$ cat config.mk
export PLATFORM = sky130hd
export DESIGN_NAME = lsu
export DESIGN_NICKNAME = d
export VERILOG_FILES = /design/src/rtl/mmrv_pkg.sv /design/src/rtl/lsu_lane_align.sv /design/src/rtl/lsu.sv
export SDC_FILE = /design/constraint.sdc
export NUM_CORES = 1
export LEC_CHECK = 0
export ABC_AREA = 1
export CORE_MARGIN = 4
export CORE_UTILIZATION = 48
export CTS_CLUSTER_DIAMETER = 80
export DETAILED_ROUTE_END_ITERATION = 10
export GPL_TIMING_DRIVEN = 0
export PLACE_DENSITY = 0.87
export SYNTH_ARGS = -nofsm -noshare
export SYNTH_HDL_FRONTEND = slang
export SYNTH_SLANG_ARGS = --single-unit
$ cat constraint.sdc
create_clock -name clk -period 2.3 [get_ports clk]
set_input_delay 0.345 -clock clk [delete_from_list [all_inputs] [get_ports clk]]
set_output_delay 0.345 -clock clk [all_outputs]
set_load 0.05 [all_outputs]
$ cat src/rtl/mmrv_pkg.sv
// mmrv_pkg -- shared definitions for the MMRV load/store path.
//
// Contents:
//   SZ_B, SZ_H, SZ_W, SZ_RSV : req_size encodings (byte, half, word, reserved)
//   lsu_state_t              : LSU state type with ST_IDLE/ST_READ/ST_WRITE/ST_RESP
//
// Configuration macro used by the LSU: LSU_MISALIGN_TRAP_EN
package mmrv_pkg;

  localparam logic [1:0] SZ_B   = 2'b00;
  localparam logic [1:0] SZ_H   = 2'b01;
  localparam logic [1:0] SZ_W   = 2'b10;
  localparam logic [1:0] SZ_RSV = 2'b11;

  typedef logic [1:0] lsu_state_t;

  localparam lsu_state_t ST_IDLE  = 2'd0;
  localparam lsu_state_t ST_READ  = 2'd1;
  localparam lsu_state_t ST_WRITE = 2'd2;
  localparam lsu_state_t ST_RESP  = 2'd3;

endpackage

$ cat src/rtl/lsu_lane_align.sv
// lsu_lane_align -- combinational lane steering for the LSU.
//
// Lane order is big-endian inside a RAM word: the byte at offset k sits in
// bits [31-8k -: 8]; the half at offset 0 is [31:16], at offset 2 is [15:0].
//
// Ports:
//   size        in  2   access size (SZ_B / SZ_H / SZ_W)
//   is_unsigned in  1   zero-extend loads when 1, sign-extend when 0
//   offset      in  2   byte offset inside the word (already aligned for halves/words)
//   word        in  32  RAM word being read or modified
//   wdata       in  32  right-aligned store data
//   load_data   out 32  extracted and extended load result
//   store_word  out 32  word with the addressed lanes replaced by wdata
module lsu_lane_align
  import mmrv_pkg::*;
(
  input  logic [1:0]  size,
  input  logic        is_unsigned,
  input  logic [1:0]  offset,
  input  logic [31:0] word,
  input  logic [31:0] wdata,
  output logic [31:0] load_data,
  output logic [31:0] store_word
);

  logic [7:0]  byte_sel;
  logic [15:0] half_sel;
  logic        sign_bit;

  always_comb begin
    byte_sel   = word[31:24];
    half_sel   = word[31:16];
    sign_bit   = 1'b0;
    load_data  = word;
    store_word = word;

    case (offset)
      2'd0:    byte_sel = word[31:24];
      2'd1:    byte_sel = word[23:16];
      2'd2:    byte_sel = word[15:8];
      default: byte_sel = word[7:0];
    endcase
    half_sel = offset[1] ? word[15:0] : word[31:16];

    case (size)
      SZ_B: begin
        sign_bit  = ~is_unsigned & byte_sel[7];
        load_data = {{24{sign_bit}}, byte_sel};
        case (offset)
          2'd0:    store_word = {wdata[7:0], word[23:0]};
          2'd1:    store_word = {word[31:24], wdata[7:0], word[15:0]};
          2'd2:    store_word = {word[31:16], wdata[7:0], word[7:0]};
          default: store_word = {word[31:8], wdata[7:0]};
        endcase
      end
      SZ_H: begin
        sign_bit   = ~is_unsigned & half_sel[15];
        load_data  = {{16{sign_bit}}, half_sel};
        store_word = offset[1] ? {word[31:16], wdata[15:0]}
                               : {wdata[15:0], word[15:0]};
      end
      SZ_W: begin
        load_data  = word;
        store_word = wdata;
      end
      default: begin
        load_data  = 32'h0;
        store_word = word;
      end
    endcase
  end

endmodule

$ cat src/rtl/lsu.sv
// lsu -- single-outstanding load/store unit in front of a combinational-read RAM.
//
// Loads and sub-word stores read the RAM word first (READ); stores then write
// the merged word for one cycle (WRITE); every request ends in RESP until the
// response is consumed. Reserved sizes answer with rsp_err and never touch RAM.
//
// Configuration macro: LSU_MISALIGN_TRAP_EN
//   defined   : misaligned half/word accesses answer with rsp_err, no RAM access
//   undefined : misaligned low address bits are dropped (access forced aligned)
//
// Ports:
//   clk, rst_n                 clock, asynchronous active-low reset
//   req_valid/req_ready        request handshake (ready only in IDLE)
//   req_we, req_size,
//   req_unsigned, req_addr,
//   req_wdata                  request fields
//   rsp_valid/rsp_ready        response handshake
//   rsp_rdata, rsp_err         load data (0 for stores/errors), error flag
//   mem_ce, mem_le, mem_addr,
//   mem_wdata, mem_rdata       RAM port (word-aligned address)
module lsu
  import mmrv_pkg::*;
#(
  parameter int ADDR_W = 32
) (
  input  logic              clk,
  input  logic              rst_n,
  input  logic              req_valid,
  output logic              req_ready,
  input  logic              req_we,
  input  logic [1:0]        req_size,
  input  logic              req_unsigned,
  input  logic [ADDR_W-1:0] req_addr,
  input  logic [31:0]       req_wdata,
  output logic              rsp_valid,
  input  logic              rsp_ready,
  output logic [31:0]       rsp_rdata,
  output logic              rsp_err,
  output logic              mem_ce,
  output logic              mem_le,
  output logic [ADDR_W-1:0] mem_addr,
  output logic [31:0]       mem_wdata,
  input  logic [31:0]       mem_rdata
);

  lsu_state_t        state;
  logic              we_q;
  logic [1:0]        size_q;
  logic              unsigned_q;
  logic [ADDR_W-1:0] addr_q;
  logic [31:0]       wdata_q;
  logic [31:0]       word_q;

  logic              accept;
  logic              bad_req;
  logic [ADDR_W-1:0] addr_in;
  logic [31:0]       align_word;
  logic [31:0]       load_data;
  logic [31:0]       store_word;

  assign accept = req_valid && req_ready;

  // Drop the low address bits a half/word access cannot use; with trapping
  // enabled a misaligned request becomes an error before it is ever aligned.
  always_comb begin
    addr_in = req_addr;
    if (req_size == SZ_H) addr_in[0] = 1'b0;
    if (req_size == SZ_W) addr_in[1:0] = 2'b00;
`ifdef LSU_MISALIGN_TRAP_EN
    bad_req = (req_size == SZ_RSV)
            || ((req_size == SZ_H) && req_addr[0])
            || ((req_size == SZ_W) && (req_addr[1:0] != 2'b00));
`else
    bad_req = (req_size == SZ_RSV);
`endif
  end

  // RAM strobes depend on state alone, so reset drops them immediately.
  always_comb begin
    req_ready = (state == ST_IDLE);
    rsp_valid = (state == ST_RESP);
    mem_ce    = (state == ST_READ) || (state == ST_WRITE);
    mem_le    = (state == ST_WRITE);
  end

  assign mem_addr   = {addr_q[ADDR_W-1:2], 2'b00};
  assign mem_wdata  = store_word;
  // During READ the live RAM word feeds load extraction; during WRITE the
  // word captured in READ is merged with the store data.
  assign align_word = (state == ST_READ) ? mem_rdata : word_q;

  lsu_lane_align u_align (
    .size        (size_q),
    .is_unsigned (unsigned_q),
    .offset      (addr_q[1:0]),
    .word        (align_word),
    .wdata       (wdata_q),
    .load_data   (load_data),
    .store_word  (store_word)
  );

  // Main FSM with request latching and response registers.
  always_ff @(posedge clk or negedge rst_n) begin
    if (!rst_n) begin
      state      <= ST_IDLE;
      we_q       <= 1'b0;
      size_q     <= 2'b00;
      unsigned_q <= 1'b0;
      addr_q     <= '0;
      wdata_q    <= 32'h0;
      word_q     <= 32'h0;
      rsp_rdata  <= 32'h0;
      rsp_err    <= 1'b0;
    end else begin
      case (state)
        ST_IDLE: begin
          if (accept) begin
            we_q       <= req_we;
            size_q     <= req_size;
            unsigned_q <= req_unsigned;
            addr_q     <= addr_in;
            wdata_q    <= req_wdata;
            rsp_rdata  <= 32'h0;
            rsp_err    <= bad_req;
            if (bad_req)
              state <= ST_RESP;
            else if (req_we && (req_size == SZ_W))
              state <= ST_WRITE;
            else
              state <= ST_READ;
          end
        end
        ST_READ: begin
          word_q <= mem_rdata;
          if (we_q) begin
            state <= ST_WRITE;
          end else begin
            rsp_rdata <= load_data;
            state     <= ST_RESP;
          end
        end
        ST_WRITE: begin
          state <= ST_RESP;
        end
        default: begin
          if (rsp_ready) state <= ST_IDLE;
        end
      endcase
    end
  end

endmodule

==> reports/metrics.cfg <==
[status]
status = finished with violations
violated_checks = negative setup slack

[setup_path]
setup.reg_to_reg.worst_slack_ns = 0.02
worst_setup_path_start_kind = flip-flop
timing.critical_path.required_ns = 1.96
critical_path.reg2reg.startpoint = state[1]$_DFFE_PN0P_
r2r.worst_path.cells = 17
timing.critical_path.mode_cell = sky130_fd_sc_hd__buf_12
critical_path_arrival_ns = 2.16
path_max_fanout = 7
critical_path_class = reg -> out
timing.critical_path.slowest_cell_delay_ns = 0.41
rr_endpoint = rsp_rdata[0]$_DFFE_PN0P_
cp.buffers_inverters = 5
crit_chain = inv_2, ha_4, buf_12, buf_12, nand2_1, nand2_4, inv_4, o221ai_4, buf_6
end_kind = primary output
cpLargestDelayFamily = buffers and inverters
critPathSlowestCell = sky130_fd_sc_hd__dfrtp_1

[route]
drc_errors_left = 0
detail_route.iter0.violations = 991
wirelength_mm = 26.7
ant_nets = 0
count_of_tritonroute_iterations_in_the_first_routing_pass = 6
vias_cell = 5.51
average_routed_wire_per_standard_cell_um = 19.0
route.vias.total = 7717

[grt]
largest_net_degree_at_the_start_of_global_routing = 77
global_route.usage.total_pct = 29.1
via_count_of_the_first_global_routing_pass = 7231
grt_antenna_before_repair = 0
overflow = 0
grt_pass1_wl_mm = 37.6

[placed_design]
place_ws_ns = -0.691
portBuffers = 202
gp_congestion = 0.966
estimated_wirelength_of_the_detail_placed_design_mm = 17.0

[layout]
layout-drive-gt1-share_pct = 26.5
areaGrowthSynthToFinish_pct = 61.3
design.final.nets = 1316
antenna_cell_count = 0

[synthesis]
synthCells = 926
synthesis.yosys.warnings = 0
synth_largest_area_cell = sky130_fd_sc_hd__dfrtp_1
synthesis.area_per_instance_um2 = 7.56
synth_area_mm2 = 0.00700
synth.lib_cells_used.distinct = 36
synth-seq-cells = 135
synth-seq-area-share_pct = 48.3
ys_top_cells_by_area = sky130_fd_sc_hd__dfrtp_1, sky130_fd_sc_hd__nand2_1, sky130_fd_sc_hd__buf_4
synth.top_cell.area_share_pct = 48.3

[sta]
timing.final.crit_period_ns = 2.50
worst_slew_margin_rel_pct = 60.8
final_setup_fails = 32
maxSlewViolCount = 0
max_freq_mhz = 399
rsz0062_at_grt = true
post-route-period-util_pct = 109
final_hold_viol_count = 0
post-route-worst-setup-slack_ns = -0.205
skew_ns = 0.00895
worst_slew_pin_slew_ns = 0.589
tns_ns = -3.40

[die]
ioPinCount = 205
floorplan.initialDensity_pct = 49.6
fp.dieArea_mm2 = 0.0166
die_w_um = 129
std_cell_rows = 43
core_area_mm2 = 0.0141
die-height_um = 129

[clock_tree]
insertion_delay_ns = 0.43
max-clock-path-buffers = 2
cts_root_buf = sky130_fd_sc_hd__clkbuf_16
tritoncts_num_sinks = 135
clk_transition_reported_paths_ns = 0.06
cts_buffers = 17
cts_htree_levels = 4
cts_tree = built

[worst_hold_path]
hold_worst_path_end = addr_q[19]$_DFFE_PN0P_
holdPathStages = 3
hp-start = req_addr[19]
min_path_type = in -> reg

[run]
cap_violations = 0

[tightest hold or removal path: cells and delay by family]
family,cells,cell delay [ns]
buffers and inverters,1,0.39
AND/OR/NAND/NOR,2,0.10
[area by class of cell]
type                    instances  area (um2)
multi-input cells             647        3590
flip-flops and latches        135        3380
fillers                       840        2810
repair buffers                261        2600
plain buffers                  73         568
clock buffers                  19         443
inverters                      72         304
well taps                     180         225
clock inverters                13         170
repair inverters                1        5.00
[metrics by stage]
step                hold slack, ns  cells  util (%)  area [um2]
global route                 0.455   1401      80.1       11300
detailed placement           0.360   1310      66.3        9350
finish                       0.443   1401      80.1       11300
global placement             0.451   1309      66.1        9320
CTS                          0.443   1376      75.8       10700
floorplan                   0.0494    927         -        7070
[what timing repair did]
item                                    4_1_cts  5_1_grt
endpoints found under the hold margin        59        0
resized for setup                           343      101
buffers inserted                             31       24
pin swaps                                    26       30
endpoints found under the setup margin       34       40
cloned                                        3        2
hold buffers                                  1        0
[routing by layer]
metal  global-route usage, %  vias to the layer above  share of wire (%)
met5                       0                        -                  0
met4                    11.3                        0                5.4
met3                    7.93                      140                 11
met2                    49.4                      537                 48
met1                    35.5                     3570                 35
li1                        -                     3470                  -
[registers in the layout (all words and copies together), names as in the netlist]
| name | cells |
|---|---|
| addr_q | 32 |
| we_q | 1 |
| size_q | 2 |
| unsigned_q | 1 |
| rsp_rdata | 32 |
| rsp_err | 1 |
| wdata_q | 32 |
| word_q | 32 |
| state | 2 |
[cells by family after synthesis]
logic type | count (synthesis) | share of synthesized area [%]
AND/OR/NAND/NOR | 509 | 28.9
buffers and inverters | 146 | 10.7
flip-flops | 135 | 48.3
AO/OA/AOI/OAI | 131 | 11.3
adder cells (fa/ha/maj) | 4 | 0.715
other | 1 | 0.0536
[cells in the final DEF, fill, tap and decap left out, types with 17 or more instances in the layout]
cell type	count
sky130_fd_sc_hd__clkbuf_1	19
sky130_fd_sc_hd__o21ai_0	20
sky130_fd_sc_hd__nand2_1	403
sky130_fd_sc_hd__buf_4	81
sky130_fd_sc_hd__a21oi_1	26
sky130_fd_sc_hd__clkbuf_16	18
sky130_fd_sc_hd__nor2_1	28
sky130_fd_sc_hd__inv_1	43
sky130_fd_sc_hd__inv_2	17
sky130_fd_sc_hd__nand2_2	22
sky130_fd_sc_hd__buf_6	49
sky130_fd_sc_hd__clkdlybuf4s50_1	166
sky130_fd_sc_hd__dfrtp_1	133
[synthesized netlist by cell type]
cell                         n
sky130_fd_sc_hd__buf_6       7
sky130_fd_sc_hd__buf_4      37
sky130_fd_sc_hd__nor2_4      2
sky130_fd_sc_hd__o21ai_1    20
sky130_fd_sc_hd__or2_2       3
sky130_fd_sc_hd__or2_0       3
sky130_fd_sc_hd__nand3_1    15
sky130_fd_sc_hd__a32oi_1     1
sky130_fd_sc_hd__o31ai_1     2
sky130_fd_sc_hd__a31oi_1     5
sky130_fd_sc_hd__conb_1      1
sky130_fd_sc_hd__and2_1      2
sky130_fd_sc_hd__o21ai_0    34
sky130_fd_sc_hd__nand3_4     1
sky130_fd_sc_hd__ha_1        4
sky130_fd_sc_hd__nor3_4      1
sky130_fd_sc_hd__clkbuf_1   22
sky130_fd_sc_hd__a22oi_1     6
sky130_fd_sc_hd__nor2_1     38
sky130_fd_sc_hd__o221ai_1   16
sky130_fd_sc_hd__a21oi_1    32
sky130_fd_sc_hd__nor3_1      3
sky130_fd_sc_hd__nand2_2     5
sky130_fd_sc_hd__inv_2      13
sky130_fd_sc_hd__nand2_1   431
sky130_fd_sc_hd__o21a_1      5
sky130_fd_sc_hd__nor2_2      2
sky130_fd_sc_hd__o211ai_1    3
sky130_fd_sc_hd__nand4_1     1
sky130_fd_sc_hd__nand2_4     1
sky130_fd_sc_hd__buf_2       8
sky130_fd_sc_hd__inv_1      55
sky130_fd_sc_hd__clkinv_1    4
sky130_fd_sc_hd__o21ai_2     7
sky130_fd_sc_hd__dfrtp_1   135
sky130_fd_sc_hd__or2_1       1
[how the worst max path moves through the flow]
stage | startpoint | endpoint | cells past startpoint
final | state[1]$_DFFE_PN0P_ | mem_wdata[28] | 9
after floorplan | state[1]$_DFFE_PN0P_ | mem_wdata[17] | 6
after CTS | state[1]$_DFFE_PN0P_ | mem_wdata[29] | 9
after detailed placement | size_q[0]$_DFFE_PN0P_ | mem_wdata[29] | 6
after global routing | state[1]$_DFFE_PN0P_ | mem_wdata[24] | 9
after global placement | rst_n | addr_q[11]$_DFFE_PN0P_ | 1
Power is left out: the tool's default activity adds up to more than one toggle a clock period on the data nets, which glitch-free logic cannot reach.
